File: src/rtl/pipe_rr_arbiter.sv
// pipe_rr_arbiter
// Round-robin arbiter feeding a single registered valid/ready output stage.
// Each cycle the stage can take a new entry, the first valid requester at or
// after the rotating pointer is granted and its payload and index are
// registered. The pointer then moves just past the winner, so a requester
// that keeps asking waits at most N_REQ-1 grants. A flush empties the stage
// and suppresses granting for that cycle.

module pipe_rr_arbiter #(
    parameter  int N_REQ     = 2,
    parameter  int DATA_SIZE = 32,
    localparam int IDX_W     = $clog2(N_REQ)
) (
    input  logic                       clk,
    input  logic                       rst,
    input  logic                       flush,
    input  logic [N_REQ*DATA_SIZE-1:0] req_data_i,
    input  logic [N_REQ-1:0]           req_valid_i,
    output logic [N_REQ-1:0]           req_ready_o,
    output logic [DATA_SIZE-1:0]       data_o,
    output logic [IDX_W-1:0]           id_o,
    output logic                       valid_o,
    input  logic                       ready_i
);

    // The rotation wraps explicitly, so non-power-of-two counts work, but
    // at least two requesters are needed for an index to exist.
    if (N_REQ < 2) begin : g_n_req_check
        $error("pipe_rr_arbiter: N_REQ must be at least 2");
    end

    // ------------------------------------------------------------------
    // State
    // ------------------------------------------------------------------
    logic                 valid_q, valid_d;
    logic [DATA_SIZE-1:0] data_q,  data_d;
    logic [IDX_W-1:0]     id_q,    id_d;
    logic [IDX_W-1:0]     ptr_q,   ptr_d;   // highest-priority requester

    // ------------------------------------------------------------------
    // Combinational helpers
    // ------------------------------------------------------------------
    logic [DATA_SIZE-1:0] payload [N_REQ];
    logic                 accept;
    logic                 grant_found;
    logic [IDX_W-1:0]     grant_idx;
    logic [IDX_W-1:0]     ptr_after_grant;

    // Split the flat payload bus into one word per requester.
    for (genvar g = 0; g < N_REQ; g++) begin : g_payload
        assign payload[g] = req_data_i[g*DATA_SIZE +: DATA_SIZE];
    end

    // The stage can take a new entry when it is empty or being drained
    // this cycle; reset and flush both block any grant.
    assign accept = !rst && !flush && (!valid_q || ready_i);

    // Scan requesters starting at the pointer, wrapping at N_REQ-1, and
    // pick the first one asserting valid.
    always_comb begin
        int               cand;
        logic [IDX_W-1:0] cand_idx;
        // NOTE: every output of a combinational block is given a default
        // first, so no path through it leaves a value unassigned (latch).
        grant_found = 1'b0;
        grant_idx   = '0;
        cand        = 0;
        cand_idx    = '0;
        for (int k = 0; k < N_REQ; k++) begin
            cand = int'(ptr_q) + k;
            if (cand >= N_REQ) begin
                cand = cand - N_REQ;
            end
            cand_idx = IDX_W'(cand);
            if (!grant_found && req_valid_i[cand_idx]) begin
                grant_found = 1'b1;
                grant_idx   = cand_idx;
            end
        end
    end

    // Pointer value that follows a grant: one past the winner, wrapping.
    always_comb begin
        if (grant_idx == IDX_W'(N_REQ - 1)) begin
            ptr_after_grant = '0;
        end else begin
            ptr_after_grant = grant_idx + IDX_W'(1);
        end
    end

    // One-hot ready back to the winning requester when the stage accepts.
    always_comb begin
        req_ready_o = '0;
        if (accept && grant_found) begin
            req_ready_o[grant_idx] = 1'b1;
        end
    end

    // Next state of the output stage and the round-robin pointer.
    always_comb begin
        valid_d = valid_q;
        data_d  = data_q;
        id_d    = id_q;
        ptr_d   = ptr_q;
        if (accept) begin
            if (grant_found) begin
                valid_d = 1'b1;
                data_d  = payload[grant_idx];
                id_d    = grant_idx;
                ptr_d   = ptr_after_grant;
            end else begin
                // Held entry drained (or stage already empty), nothing new.
                valid_d = 1'b0;
            end
        end else if (flush) begin
            // Flush drops the held entry; payload and index are left as is.
            valid_d = 1'b0;
        end
        // Otherwise stalled: everything holds.
    end

    // Register the output stage and pointer; reset wins over everything.
    always_ff @(posedge clk) begin
        // NOTE: sequential state uses non-blocking assignments only, so all
        // flops update together from values sampled before the edge.
        if (rst) begin
            valid_q <= 1'b0;
            // NOTE: the payload register is reset too, because data_o is
            // defined as zero after reset rather than left undefined.
            data_q  <= '0;
            id_q    <= '0;
            ptr_q   <= '0;
        end else begin
            valid_q <= valid_d;
            data_q  <= data_d;
            id_q    <= id_d;
            ptr_q   <= ptr_d;
        end
    end

    assign valid_o = valid_q;
    assign data_o  = data_q;
    assign id_o    = id_q;

    // At most one requester is ever told it was accepted.
    a_ready_onehot0 : assert property (@(posedge clk) $onehot0(req_ready_o))
        else $error("pipe_rr_arbiter: more than one req_ready_o bit set");

endmodule

File: config.mk
export PLATFORM = sky130hd
export DESIGN_NAME = pipe_rr_arbiter
export DESIGN_NICKNAME = d
export VERILOG_FILES = /design/src/rtl/pipe_rr_arbiter.sv
export SDC_FILE = /design/constraint.sdc
export NUM_CORES = 1
export LEC_CHECK = 0
export ABC_AREA = 1
export CORE_ASPECT_RATIO = 0.9
export CORE_MARGIN = 3
export CORE_UTILIZATION = 40
export CTS_CLUSTER_DIAMETER = 40
export DETAILED_ROUTE_END_ITERATION = 16
export PLACE_DENSITY = 0.91
export SYNTH_ARGS = -nofsm -noshare
export SYNTH_HDL_FRONTEND = slang
export SYNTH_SLANG_ARGS = --single-unit
File: constraint.sdc
create_clock -name clk -period 2.45 [get_ports clk]
set_input_delay 0.245 -clock clk [delete_from_list [all_inputs] [get_ports clk]]
set_output_delay 0.245 -clock clk [all_outputs]
set_load 0.1 [all_outputs]
==> metrics.cfg <==
[detailed_routing]
vias_per_cell = 4.83
wire_per_inst_um = 12.7
ant_nets = 0
firstDrtPassIters = 4
vias = 2059
drc_errors = 0
drt_iter0_markers = 148
totalWireLength_um = 5400

[logic_synthesis]
synth.avg_cell_area_um2 = 6.75
syn_inst = 266
yosysWarningCount = 0
ys_seq_area_share_pct = 39.1
synth_cell_type_count = 17
ys_seq_elements = 35
synth_area_um2 = 1790
synth_fp_nets = 336

[place]
place_inst = 418
place_hpwl_um = 3960
gp_congestion = 0.805
io_buffers = 105

[finish]
drive_gt1_share_pct = 15.8
mostFrequentLayoutCells = 132 x nand2_1, 69 x clkdlybuf4s50_1, 41 x buf_4
final_util_pct = 69.0
final_common_cell = nand2_1
syn_to_final_growth_pct = 60.9
fin_cells = 426
antenna_cells = 0
fin_nets = 435

[sta]
finalSetupTns_ns = 0
finalHoldViolations = 0
rsz0062_at_grt = false
setup_viol = 0
fin_crit_ns = 1.91
fin_crit_sh_pct = 78.2
tightest_slew_ns = 0.439
clock_skew_ns = 0.00520
slew_violations = 0
slew_headroom_pct = 70.6
max_freq_mhz = 522

[floorplan]
coreArea_um2 = 4180
num_rows = 22
die_w_um = 76.6
ios = 106
die-area_um2 = 5330
die_h_um = 69.5
initial_utilization_pct = 42.9

[worst_setup_path]
path_delay_family = buffers and inverters
crit_fanout = 18
critPathMostFrequentCell = nand2_4
critPathBufInv = 3
crit_cells = 6
r2r_cells = 8
worstSetupStartpointType = input pin
cp.arrival_ns = 1.67
worstSetupEndpointType = output port
crit_slowest_cell = clkdlybuf4s50_1
critPathRequiredTime_ns = 2.20
crit_type = in2out
crit_chain = clkdlybuf4s50_1 -> nand2_4 -> nand2_4 -> nand2_1 -> inv_1 -> buf_12
slowest_delay_ns = 0.62

[clock_network]
cts_tree = done
cts_made_buffers = 5
path_clk_slew_ns = 0.07
hold_buffers = 0
clkSinkCount = 35
cts_setup_buffers = 0
cts_buffer_depth = 2
cts-root-buf = clkbuf_8
cts_resized = 0
clk_latency_ns = 0.28
cts_max_level = 2

[pwr]
p_leak_nw = 1.30
powerDensity_nw_per_um2 = 572
ir_worst_vdd_uv = 338

[job]
drv_cap = 0

[global_routing]
grt_usage_pct = 20.5
grt_overflow_total = 0
grt_pass1_vias = 1913
antenna_found_initial = 0
grt_pass1_wl_um = 9000
grt_max_degree = 35

[hold_path]
min_path_type = reg2reg
holdPathStages = 2

[outcome]
status = finished clean

## flip-flops by register name, indices dropped and copies added (netlist names)
name     cells
id_o         1
data_o      32
valid_o      1
ptr_q        1
## routing by layer
| layer | routed length (um) | global-route usage (%) | up-vias |
|---|---|---|---|
| li1 | - | - | 1044 |
| met1 | 2290 | 25.4 | 912 |
| met2 | 2550 | 34.0 | 97 |
| met3 | 492 | 6.75 | 6 |
| met4 | 74 | 5.84 | 0 |
| met5 | 0 | 0 | - |
## worst register-to-register path: cells and delay by family, from the launching register on
family / cells / cell delay (ns)
AOI/OAI and AO/OA: 1 / 0.14
DFF: 1 / 0.31
buffers and inverters: 2 / 0.35
and+or+nand+nor: 5 / 0.53
## worst paths after layout
path / from / to / slack, ns
hold / removal: data_o[3]$_SDFFE_PP0P_ / data_o[3]$_SDFFE_PP0P_ / 0.47
hold reg to reg: data_o[3]$_SDFFE_PP0P_ / data_o[3]$_SDFFE_PP0P_ / 0.47
setup reg to reg: ptr_q$_SDFFE_PP0P_ / data_o[31]$_SDFFE_PP0P_ / 1.06
setup / recovery: req_valid_i[0] / req_ready_o[0] / 0.54
## cell usage after synthesis
cell type  count  area share (%)
buf_1          2            0.42
buf_4          6             2.5
nand4_1        1            0.35
a21oi_1       34             9.5
nand3b_4       1             1.1
buf_2          3            0.84
dfxtp_1       35              39
inv_1          4            0.84
nand2_4        2             1.3
buf_6          5             3.1
nand2_2        1            0.35
nand3_1       32             8.9
a21boi_0       1            0.42
nor2_4         1            0.63
clkbuf_1       4            0.84
nand2_1      132              28
nor2_8         2             2.2
## logic make-up after synthesis
family | count (synthesis) | synth area share, %
flip-flops | 35 | 39.1
buffers and inverters | 24 | 8.58
AND/OR/NAND/NOR | 172 | 42.5
AO/OA/AOI/OAI | 35 | 9.90
## power breakdown
part / total, W / switching [W] / internal, W
logic: 0.000515 / 0.000328 / 0.000187
registers: 0.000608 / 0.0000134 / 0.000594
clock network: 0.000530 / 0.000201 / 0.000329
total: 0.00165 / 0.000542 / 0.00111
## per-stage QoR
stage | setup WS, ns | hold slack (ns) | power (W) | instance area, um2
after detailed placement | 0.514 | 0.455 | 0.00114 | 2770
after floorplan | 0.366 | 0.425 | 0.000956 | 1790
final | 0.535 | 0.467 | 0.00165 | 2890
after CTS | 0.524 | 0.465 | 0.00166 | 2890
after global placement | 0.565 | 0.452 | 0.00113 | 2770
after global routing | 0.434 | 0.484 | 0.00173 | 2890
## final cells by class
| class | instances | area (um2) |
|---|---|---|
| well taps | 60 | 75.1 |
| repair buffers | 112 | 1040 |
| multi-input cells | 207 | 940 |
| flip-flops and latches | 35 | 701 |
| inverters | 4 | 15.0 |
| clock buffers | 6 | 82.6 |
| fillers | 392 | 1300 |
| clock inverters | 2 | 35.0 |
Power figures use the tool's default switching activity.
==> edit 1 (same flow settings) <==
Reset style: asynchronous (`rst`), changed in one clocked block.
--- a/src/rtl/pipe_rr_arbiter.sv
+++ b/src/rtl/pipe_rr_arbiter.sv
@@ -122,3 +122,3 @@
     // Register the output stage and pointer; reset wins over everything.
-    always_ff @(posedge clk) begin
+    always_ff @(posedge clk or posedge rst) begin
         // NOTE: sequential state uses non-blocking assignments only, so all
Function: differs if rst is asserted again (counterexample within 4 cycles, from zero or initial values and one cycle with rst high); with rst held inactive, the same outputs for 10 cycles.
==> edit 1 against the original RTL <==
Final area up 2.7%; worst setup slack worse by 0.038 ns; synthesized area up 5.2%; hold slack worse by 0.0077 ns; sequential cell count unchanged; count of clock-buffer cells in the layout up 2; routed wire length up 3.4%; largest cell class unchanged.
Power is not compared: it rests on default switching activity, and its combinational part moved more than twofold at a synthesized area within 25%.
==> edit 1: results (changes against the original RTL) <==
metric,value,unit,change
status,finished clean,,
total track usage,20.4,%,-0.034 points
routed length on met1,2270,microns,-0.66%
gpl congestion,0.745,,-7.4%
"Net count, final",434,,-0.23%
CP max stage delay,0.71,ns,+0.09 ns
DR WL/cell,13.1,microns,+3.2%
grt met2 use,37.7,%,+3.8 points
final wirelength,5590,microns,+3.4%
DP HPWL,4140,microns,+4.5%
Rel. slew slack,57.2,%,-13 points
via count,2014,,-2.2%
sequential area share after synthesis,46.4,%,+7.4 points
max layer used,met4,,
"top cells by area, synth","dfrtp_1, nand2_1, nand3_1",,
met3 wire len,366,microns,-26%
Hold WC Path Type,input port to asynchronous set/reset pin,,
Worst Setup SP,req_valid_i[1],,
vias in the first global route,1938,,+1.3%
commonest cells in the netlist,"nand2_1, dfrtp_1, nand3_1",,
Cell variety after synth,12,,-5
Reg2Reg Launch Point,ptr_q$_DFFE_PP0P_,,
top_reg_cell synth,dfrtp_1,,
Clock Skew,0.00517,ns,-0.0000253 ns
first-pass GRT wire length,8940,microns,-0.69%
CP endpoint,req_ready_o[1],,
layout cells sized above 1,15.3,%,-0.50 points
Gate Count Post-Synth,263,,-1.1%
DRT iter0 DRCs,83,,-44%
Reg2Reg Setup Slack,1.01,ns,-0.05 ns
Syn Nets,333,,-0.89%
ys async rst share,100,%,+100 points
Inst Count DP,419,,+0.24%
dpl ws,0.496,ns,-0.0183 ns
Critical Path Fanout Max,17,,-1
Final Hold Slack,0.459,ns,-0.00767 ns
met1 Use GR,23.0,%,-2.4 points
reg2reg end,data_o[10]$_DFFE_PP0P_,,
min cycle time layout,1.95,ns,+0.0383 ns
crit path DAT,1.71,ns,+0.04 ns
FILL cells,405,,+3.3%
[edit 1: per-stage QoR]
step	instance area [sq um]	utilization [%]
floorplan	1890	-
global placement	2870	63.8
detailed placement	2870	63.8
CTS	2970	66.1
global route	2970	66.1
finish	2970	66.1
[edit 1: where the power goes]
| group | internal (mW) | switching [mW] | total [mW] |
|---|---|---|---|
| registers | 0.692 | 0.0652 | 0.758 |
| clock network | 0.257 | 0.205 | 0.462 |
| logic | 0.338 | 1.10 | 1.44 |
[edit 1: layout make-up]
| cell class | count | area (sq um) | area share [%] |
|---|---|---|---|
| timing repair buffer | 110 | 1020 | 34.5 |
| sequential | 35 | 876 | 29.5 |
| multi-input combinational | 207 | 870 | 29.3 |
| clock buffer | 8 | 100 | 3.38 |
| tap | 62 | 77.6 | 2.62 |
| inverter | 5 | 18.8 | 0.633 |
[edit 1: cells by family after synthesis]
family	after synthesis	synth area share, %
buf+inv	21	7.63
flops	35	46.4
simple gates	204	45.2
compound gates	3	0.796
==> edit 2 (same settings) <==
Made on the original files. Change the parameter `DATA_SIZE` from 32 to 64.
--- a/src/rtl/pipe_rr_arbiter.sv
+++ b/src/rtl/pipe_rr_arbiter.sv
@@ -10,3 +10,3 @@
     parameter  int N_REQ     = 2,
-    parameter  int DATA_SIZE = 32,
+    parameter  int DATA_SIZE = 64,
     localparam int IDX_W     = $clog2(N_REQ)
Ports: changed (resized data_o and req_data_i); port bits go from 106 to 202. The function was not compared with the original's and may differ.
==> edit 2 against the original RTL <==
Hold slack worse by 0.22 ns; clock skew about the same; die area up 75%; sequential cell count up 32; synthesized area up 82%; worst setup slack better by 0.17 ns; sequential power up 92%; final area up 82%; power up 71%; routed wire length up 98%; register-to-register slack better by 0.04 ns; critical path type unchanged; critical endpoint unchanged; largest cell class unchanged; largest power group unchanged.
==> edit 2: results (changes against the original RTL) <==
metric,value,unit,change
total track usage,21.8,%,+1.4 points
Syn Nets,646,,+92%
vias in the first global route,3591,,+88%
Worst Min Path Start,rst,,
CP max stage delay,0.45,ns,-0.17 ns
Reg2Reg Launch Point,valid_o$_SDFFE_PP0P_,,
max reg flops,64,,+100%
via count,3886,,+89%
"top cells by area, synth","dfxtp_1, nand2_1, a21oi_1",,
actual slew at the worst max-slew pin,0.649,ns,+0.210 ns
H-tree depth,3,,+1
DRT iter0 DRCs,122,,-18%
Port Buffers,201,,+91%
layout cells sized above 1,13.8,%,-2.0 points
VDD IR max,0.000293,V,-13%
DR WL/cell,13.5,microns,+6.5%
Hold WC Path Type,input port to register,,
sequential area share after synthesis,41.0,%,+2.0 points
clk_lat worst skew,0.31,ns,+0.03 ns
first-pass GRT wire length,16700,microns,+85%
"Net count, final",825,,+90%
gpl congestion,0.812,,+0.84%
status,finished clean,,
dpl ws,0.631,ns,+0.117 ns
largest net degree at the start of global routing,67,,+91%
Worst Setup SP,ready_i,,
Synth Area in Compound Gates,10.3,%,+0.43 points
commonest cells in the netlist,"nand2_1, dfxtp_1, a21oi_1",,
DP HPWL,7890,microns,+99%
FILL cells,667,,+70%
-- edit 2: cell types whose count changed in the layout (fill, tap and decap cells not counted), sizes merged --
cell           delta
nand2           +128
bufinv            -1
clkbuf            +4
clkdlybuf4s50    +62
dfxtp            +32
buf              +36
nand3            +32
clkinv            +3
a21oi            +32
-- edit 2: cell type report --
class                           instances  area share, %
Clock inverter                          4          0.381
Clock buffer                           10           2.43
Inverter                                4          0.286
Tap cell                               96           2.28
Timing Repair Buffer                  210           37.1
Multi-Input combinational cell        399           32.0
Sequential cell                        67           25.5
-- edit 2: metrics by stage --
step	cells	cell area, sq um	power [mW]	hold slack, ns
6_report	790	5260	2.83	0.242
5_1_grt	790	5260	2.97	0.236
4_1_cts	790	5260	2.86	0.223
3_5_place_dp	776	5110	2.15	0.457
3_3_place_gp	776	5110	2.13	0.450
2_1_floorplan	512	3270	1.80	0.431
-- edit 2: worst paths after layout --
path / endpoint / cells past startpoint / slack, ns
setup reg to reg: data_o[53]$_SDFFE_PP0P_ / 6 / 1.10
hold / removal: valid_o$_SDFFE_PP0P_ / 3 / 0.24
setup / recovery: req_ready_o[0] / 8 / 0.71
hold reg to reg: data_o[0]$_SDFFE_PP0P_ / 2 / 0.46
-- edit 2: report_power, final --
part,total (mW),internal (mW),switching [mW]
Combinational,0.956,0.344,0.612
Sequential,1.17,1.14,0.0266
Clock,0.708,0.349,0.359
-- edit 2: cell families after synthesis --
kind of cell,count (synthesis)
and+or+nand+nor,332
DFF,67
AOI/OAI and AO/OA,67
buffers and inverters,46
-- edit 2: per-layer routing --
layer	GRT usage (%)	vias up	wire length, microns
li1	-	1990	-
met1	24.7	1707	4170
met2	38.4	183	5310
met3	6.84	6	1110
met4	7.31	0	91
met5	0	-	0
